File: src/rtl/fft_reorder.sv
// Reorders bit-reversed FFT output into natural bin order.
// Two ping-pong banks: one fills in bit-reversed address order while the other drains sequentially.
module fft_reorder #(
    parameter int WIDTH  = 16,
    parameter int N_LOG2 = 6
) (
    input  logic              clock,
    input  logic              reset,
    input  logic              di_en,
    input  logic [WIDTH-1:0]  di_re,
    input  logic [WIDTH-1:0]  di_im,
    output logic              do_en,
    output logic [WIDTH-1:0]  do_re,
    output logic [WIDTH-1:0]  do_im,
    output logic [N_LOG2-1:0] do_idx,
    output logic              overflow
);
    localparam int N = 1 << N_LOG2;
    localparam logic [N_LOG2-1:0] LAST = '1;
    localparam logic [0:0] S_IDLE = 1'b0;
    localparam logic [0:0] S_READ = 1'b1;

    logic [2*WIDTH-1:0] mem [2][N];

    logic [N_LOG2-1:0] wcnt;
    logic [N_LOG2-1:0] rcnt;
    logic              wbank;
    logic              rbank;
    logic [1:0]        full;
    logic [1:0]        full_nxt;
    logic [1:0]        freeing;
    logic [1:0]        wr_block;
    logic [0:0]        state;
    logic              rd_last;
    logic              wr_ok;
    logic [2*WIDTH-1:0] rd_data;

    function automatic logic [N_LOG2-1:0] bitrev(input logic [N_LOG2-1:0] v);
        logic [N_LOG2-1:0] r;
        r = '0;
        for (int i = 0; i < N_LOG2; i++) r[i] = v[N_LOG2-1-i];
        return r;
    endfunction

    assign rd_last = (state == S_READ) && (rcnt == LAST);

    always_comb begin
        freeing = '0;
        if (rd_last) freeing[rbank] = 1'b1;
    end

    // A bank whose last entry is being read this cycle is already free for
    // entry 0 of the next frame; this keeps gapless streaming drop-free.
    assign wr_block = full & ~freeing;
    assign wr_ok    = di_en && !wr_block[wbank];
    assign rd_data  = mem[rbank][rcnt];

    always_comb begin
        full_nxt = full;
        if (rd_last) full_nxt[rbank] = 1'b0;
        if (wr_ok && (wcnt == LAST)) full_nxt[wbank] = 1'b1;
    end

    // Buffer storage carries no reset; validity is tracked by the full flags.
    always_ff @(posedge clock) begin
        if (wr_ok) mem[wbank][bitrev(wcnt)] <= {di_re, di_im};
    end

    always_ff @(posedge clock or negedge reset) begin
        if (!reset) begin
            wcnt     <= '0;
            wbank    <= 1'b0;
            full     <= '0;
            overflow <= 1'b0;
        end else begin
            full <= full_nxt;
            if (di_en) begin
                wcnt <= wcnt + 1'b1;
                if (wcnt == LAST) wbank <= ~wbank;
                if (!wr_ok) overflow <= 1'b1;
            end
        end
    end

    always_ff @(posedge clock or negedge reset) begin
        if (!reset) begin
            state  <= S_IDLE;
            rcnt   <= '0;
            rbank  <= 1'b0;
            do_en  <= 1'b0;
            do_re  <= '0;
            do_im  <= '0;
            do_idx <= '0;
        end else begin
            do_en  <= 1'b0;
            do_re  <= '0;
            do_im  <= '0;
            do_idx <= '0;
            case (state)
                S_IDLE: begin
                    rcnt <= '0;
                    if (full[rbank]) begin
                        state <= S_READ;
                    end else if (full[~rbank]) begin
                        rbank <= ~rbank;
                        state <= S_READ;
                    end
                end
                default: begin
                    do_en          <= 1'b1;
                    {do_re, do_im} <= rd_data;
                    do_idx         <= rcnt;
                    rcnt           <= rcnt + 1'b1;
                    // Chain straight into the other bank when it is already waiting.
                    if (rcnt == LAST) begin
                        rbank <= ~rbank;
                        if (!full[~rbank]) state <= S_IDLE;
                    end
                end
            endcase
        end
    end

endmodule

File: config.mk
export PLATFORM = sky130hd
export DESIGN_NAME = fft_reorder
export DESIGN_NICKNAME = d
export VERILOG_FILES = /design/src/rtl/fft_reorder.sv
export SDC_FILE = /design/constraint.sdc
export NUM_CORES = 2
export LEC_CHECK = 0
export CAP_MARGIN = 10
export CORE_ASPECT_RATIO = 0.5
export CORE_MARGIN = 5
export CORE_UTILIZATION = 62
export CTS_BUF_LIST = sky130_fd_sc_hd__clkbuf_4
export CTS_CLUSTER_SIZE = 12
export DETAILED_ROUTE_END_ITERATION = 8
export GPL_ROUTABILITY_DRIVEN = 0
export PLACE_DENSITY = 0.78
export SYNTH_ARGS = -nofsm -noshare
export SYNTH_HDL_FRONTEND = slang
export SYNTH_SLANG_ARGS = --single-unit
File: constraint.sdc
create_clock -name clock -period 6.04 [get_ports clock]
set_input_delay 0.906 -clock clock [delete_from_list [all_inputs] [get_ports clock]]
set_output_delay 0.906 -clock clock [all_outputs]
set_load 0.01 [all_outputs]
[After elaboration in Yosys (flattened, before gate mapping)]
Memories as Yosys holds them, arrays and structs flattened.
Cells that the tools add are included.
Storage, ports and cells
  flip-flop bits (word level): 57
  memory bits (writable): 4096
  input port bits: 35
  output and inout port bits: 40
  word-level logic and storage cells: 80
  memories: 1
Operators by class
  $add $sub $neg: 2
  order comparisons: 8
  equality and inequality tests: 4
  muxes and demuxes: 33
  bitwise gates (word level): 10
  reductions and logical operators: 11
Memory list
  mem: depth 2, bits a word 2048, read ports 1, clocked after memory_dff 0, wr ports 1, line 23  | logic [2*WIDTH-1:0] mem [2][N];
Operator list (number)
  two-way mux 2048 bit: 1
  binary-select mux 32 bit (select 6 bit): 1
  demux 32 bit (select 6 bit): 1
  two-way mux 32 bit: 3
  two-way mux 16 bit: 2
  two-way mux 1 bit: 18
  >= comparator 7 bit, second input constant: 2
  NOT 6 -> 7 bit: 2
  adder 6 x 1 -> 6 bit, second input constant: 2
  equality test 6 bit, second input constant: 2
  two-way mux 6 bit: 2
  < comparator 7 x 1 -> 1 bit, second input constant: 1
  logical AND 1 bit: 6
  < comparator 1 x 2 -> 1 bit, second input constant: 3
  two-way mux 2 bit: 3
  bitwise AND 2 bit: 2
  NOT 2 bit: 2
  AND reduction 2 bit: 2
  NOT 1 bit: 3
  AND reduction 3 bit: 1
  demux 1 bit (select 1 bit): 2
  >= comparator 1 bit, second input constant: 2
  != test 2 x 1 -> 1 bit, second input constant: 1
  != test 2 bit, second input constant: 1
  3 further kinds: 3

[Logic depth before layout (Yosys ltp)]
  depth after elaboration: 13
  depth in mapped cells: 12
  mapped depth without buffers: 8

[Least setup slack after synthesis]
OpenSTA, ideal clock, no wires.
  path kind: flip-flop to flip-flop
  start: register rcnt[1]
  end: memory mem[1][1216] (netlist bit) (enable)
  setup time: 421 ps
  data arrival time: 3484 ps
  required time: 5619 ps
  slack: 2135 ps
  cell stages (with the launch flop): 11
  path buffers: 2
  clock period less this slack: 3905 ps
  cell sequence: dfrtp_1 ha_1 nand3_1 or3_1 nand2_1 mux2_2 nand3b_1 or3b_1 clkbuf_1 clkbuf_1 nor2_1
Between the ends
  longest elaborated chain between the ends: 11
RTL lines
  start: declaration: line 26  | logic [N_LOG2-1:0] rcnt;
  start signal: assignment: line 113  | rcnt <= rcnt + 1'b1;
  equality test 6 bit: line 45  | assign rd_last = (state == S_READ) && (rcnt == LAST);
  logical AND 1 bit: line 45
  two-way mux 2 bit: line 49  | if (rd_last) freeing[rbank] = 1'b1;
  NOT 2 bit: line 54  | assign wr_block = full & ~freeing;
  bitwise AND 2 bit: line 54
  two-way mux 1 bit (implied by the code) (2 in series): line 55  | assign wr_ok = di_en && !wr_block[wbank];
  logical NOT 1 bit: line 55
  logical AND 1 bit: line 55
  two-way mux 1 bit: line 66  | if (wr_ok) mem[wbank][bitrev(wcnt)] <= {di_re, di_im};
  two-way mux 2048 bit (implied by the code): line 66
  end: declaration: line 23
Every way passes these cells. The select of a mux whose other input is x is not followed.

[Final worst setup path]
  start: register rbank
  end: register do_im[0]
Between the ends
  longest elaborated chain between the ends: 5
RTL lines
  start: declaration: line 28  | logic rbank;
  start signal: assignment: line 105  | rbank <= ~rbank;
  start signal: assignment: line 116  | rbank <= ~rbank;
  memory (2 x 2048 bit)
  binary-select mux 32 bit (select 6 bit): line 56  | assign rd_data = mem[rbank][rcnt];
  two-way mux 32 bit (implied by the code) (2 in series): line 56
  two-way mux 16 bit: line 99  | case (state)
  end signal: assignment: line 111  | {do_re, do_im} <= rd_data;
  end: declaration: line 14  | output logic [WIDTH-1:0] do_im,
Every way passes these cells. The select of a mux whose other input is x is not followed.
A chain may end at the register's enable or synchronous reset.

==> summary.txt <==
Clock tree
  • Clock network latency to the later pin of the worst-skew pair: 1.40 ns
  • Root buffer selected by CTS: clkbuf_4
  • Post-CTS clock slew at the launch and capture registers of the worst setup and hold paths: 0.07 ns
  • Number of resized instances in the post-cts repair step: 0
  • Post-CTS setup buffer count: 0
  • # H-tree levels: 6
  • Number of buffers inserted during clock tree synthesis: 861
  • Clock tree from TritonCTS: built
  • Number of clock sinks: 4153
  • Longest Clk Path Bufs: 4

Routing
  • Total via count in the routed design: 82880
  • DRC violation count after routing: 0
  • Wire length reported by the detailed router: 427000 um
  • Average vias per placed instance: 6.99
  • Antenna violation net count after detailed routing: 0
  • Number of DRC violations after detailed-routing iteration 0: 14355
  • Routed length per placed instance: 36.0 um
  • Number of detailed-route iterations in the first pass: 8

Floorplan
  • Initial core utilization: 0.623
  • Boundary pin count: 75
  • Area of the die: 267000 um2
  • Count of standard-cell rows: 131
  • Core outline area: 255000 um2
  • Die X: 726 um
  • Height of the die: 368 um

Setup path
  • Endpoint kind of the worst setup timing path: register
  • Reg-to-reg setup timing slack: 1.03 ns
  • Critical Path Most Common Cell: mux4_2
  • CP cell instances: buf_12, mux4_2, mux4_2, mux2i_1, o22a_1, o221ai_1
  • Logic depth of the worst register-to-register path: 6
  • Startpoint of the worst setup timing path: rbank$_DFFE_PN0P_
  • End of the worst register-to-register path: do_im[0]$_DFF_PN0_
  • Slowest stage delay, CP: 1.03 ns
  • CP max stage cell: dfrtp_4
  • Startpoint of the most critical register-to-register path: rbank$_DFFE_PN0P_
  • Arrival time reported for the critical path endpoint: 6.11 ns
  • Critical Path Fanout Max: 95
  • Critical path launch point type: register
  • Endpoint required time on the critical path: 7.13 ns
  • Count of buffer and inverter cells on the critical path: 1
  • Type of the worst setup path: register to register
  • Family with the most delay on the worst path: multiplexers

Place
  • IO Port Bufs: 74
  • Placed cell areas: 165000 um2
  • Worst slack at placement: 1.26 ns
  • Post-DP HPWL: 242000 um

Cells and area
  • Most frequent standard cell in the layout excluding fill and tap cells: edfxtp_1
  • Commonest cells after routing, fill and taps aside: 4096 x edfxtp_1, 1319 x clkbuf_4, 1001 x mux4_2, 297 x mux2i_1, 280 x buf_4
  • NumNets Final: 7892
  • Layout Cell Area excl Fill: 176000 um2
  • Ratio of cells with drive above 1 in the final layout: 0.336
  • Synthesis-to-finish area growth: 10.7%
  • Fillers: 14833

Synthesis
  • Number of distinct library cells after synthesis: 59
  • Largest cells by area after synthesis: edfxtp_1 77%, mux4_2 14%, mux2i_1 1.9%
  • Count of state elements after synthesis: 4153
  • Main synth FF type: edfxtp_1
  • Area share of the largest cell type after synthesis: 0.774
  • Yosys top cell by area: edfxtp_1
  • Share of the yosys chip area belonging to registers: 0.783
  • Combined area of all synthesized cells: 159000 um2
  • Yosys warning count: 0
  • Post-Syn Area per Cell: 22.6 um2
  • Share of synthesized flip-flops with an asynchronous set or reset: 0.0137
  • Count of mapped cells out of synthesis: 7024
  • Number of synthesized flops with an enable pin: 4096
  • Synthesized net count: 7066

GRT
  • Wire length of the first global-routing pass: 604000 um
  • Number of antenna violations at the first check in global routing: 35
  • Aggregate global-route resource usage: 0.321
  • Number of global-route vias before repair: 82582
  • Remaining Overflow, GRT: 0
  • Pin count of the biggest net entering global routing: 108

Pwr
  • Total power density per cell area: 303 nW/um2
  • Power share of the sequential group: 0.594
  • Static leakage: 0.0537 uW
  • Worst IR Drop VDD: 0.180 mV
  • Clk network pwr share: 0.389
  • Switch Pwr: 11400 uW
  • Design internal power: 42000 uW
  • Switching part of the total: 0.214
  • Combinational Power Share: 0.017

Timing
  • Layout Skew: 0.119 ns
  • Aggregate negative setup slack: 0 ns
  • Finish-stage setup viols: 0
  • Post-layout minimum cycle time: 5.01 ns
  • Transition time at the pin with the least slew margin: 1.37 ns
  • Setup repair after global routing missed its margin: false
  • Maximum achievable frequency: 199 MHz
  • Final hold violations: 0
  • Count of final max-slew check failures: 0
  • Worst slew margin relative to its limit: 0.0849
  • Post-route fraction of the period consumed by the critical path: 0.830
  • Worst Setup Slack, final: 1.03 ns

Worst hold path
  • Capture endpoint of the worst hold path: mem[0][1040]$_DFFE_PP_
  • Kind of path behind the tightest hold check: input pin to register
  • Min-Delay Path Depth: 1
  • Launch point of the worst hold path: di_re[0]

Flow run
  • Maximum Capacitance Violations: 0

Outcome
  • Run status: completed
==> cell usage after synthesis, types with 4 or more instances <==
master	count
a211oi_1	42
o32ai_1	10
mux4_2	1001
dfrtp_1	57
a21oi_1	91
o22a_1	5
xor2_1	4
o221ai_1	138
nand2b_1	7
clkbuf_1	154
buf_4	41
a311oi_1	23
a31oi_1	25
nand3_1	46
buf_8	7
and3_1	55
o21ai_0	46
xnor2_1	5
o22ai_1	97
buf_6	60
edfxtp_1	4096
buf_1	43
nand2_1	269
buf_2	95
a22oi_1	15
a221oi_1	5
o311ai_1	4
nor2_1	182
buf_12	4
a22o_1	7
mux2i_1	297
nor3_1	27
inv_1	9
ha_1	7
o21ai_1	4
==> power groups by stage <==
| stage | logic [uW] | clock network, uW | registers [uW] |
|---|---|---|---|
| floorplan | 153 | 0 | 32300 |
| global placement | 842 | 0 | 32300 |
| detailed placement | 874 | 0 | 32300 |
| CTS | 879 | 20900 | 31700 |
| global route | 935 | 22500 | 31700 |
| finish | 914 | 20700 | 31700 |
==> metal layers <==
metal  GRT usage  wire, um  vias up
li1            -         -    32054
met5           0       448        -
met3       0.116     70300     1117
met2       0.464    191000     7535
met4       0.137     19700       22
met1       0.450    145000    42152
==> registers in the layout, indices dropped and copies added, names as in the netlist <==
name and flops:
mem 4096, do_im 16, do_re 16, do_idx 6
rcnt 6, wcnt 6, full 2, do_en 1
overflow 1, rbank 1, state 1, wbank 1
==> logic make-up after synthesis <==
| logic type | Yosys count | synth area share |
|---|---|---|
| AO/OA/AOI/OAI | 532 | 0.0236 |
| XOR/XNOR | 9 | 0.000496 |
| adder cells (fa/ha/maj) | 7 | 0.000551 |
| buffers and inverters | 416 | 0.0153 |
| flip-flops | 4153 | 0.783 |
| multiplexers | 1300 | 0.161 |
| AND/OR/NAND/NOR | 607 | 0.0163 |
==> stage by stage <==
stage               hold slack, ns  cells  total power, uW  utilization
finish                       0.101  11854            53300        0.690
detailed placement           0.507  10363            33200        0.647
global placement             0.520  10359            33200        0.647
floorplan                    0.446   7024            32500            -
CTS                         0.0137  11835            53400        0.689
global route                0.0428  11844            55100        0.690
==> what timing repair did <==
| item | 4_1_cts | 5_1_grt |
|---|---|---|
| setup endpoints to repair | 0 | 0 |
| hold buffers | 10 | 0 |
| hold endpoints to repair | 141 | 0 |
==> worst register-to-register path: cells and delay by family (launching register included) <==
family,cells,cell delay [ns]
buf+inv,1,0.61
flops,1,1.03
compound gates,2,1.21
mux,3,1.90
==> worst max-delay path by stage <==
stage | end | cells after the start
5_1_grt | do_im[0]$_DFF_PN0_ | 7
6_report | do_im[0]$_DFF_PN0_ | 6
3_5_place_dp | do_im[0]$_DFF_PN0_ | 6
4_1_cts | do_im[0]$_DFF_PN0_ | 6
3_3_place_gp | do_re[4]$_DFF_PN0_ | 7
2_1_floorplan | mem[1][1216]$_DFFE_PP_ | 10
==> layout make-up <==
class,instances,area (um2),share of cell area
Clock inverter,144,848,0.00482
Clock buffer,1318,9890,0.0562
Inverter,12,66.3,0.000377
Tap cell,3391,4240,0.0241
Antenna cell,14,35.0,0.000199
Multi-Input combinational cell,2455,33100,0.188
Sequential cell,4153,124000,0.707
Timing Repair Buffer,367,3310,0.0188
Power figures use the tool's default switching activity.
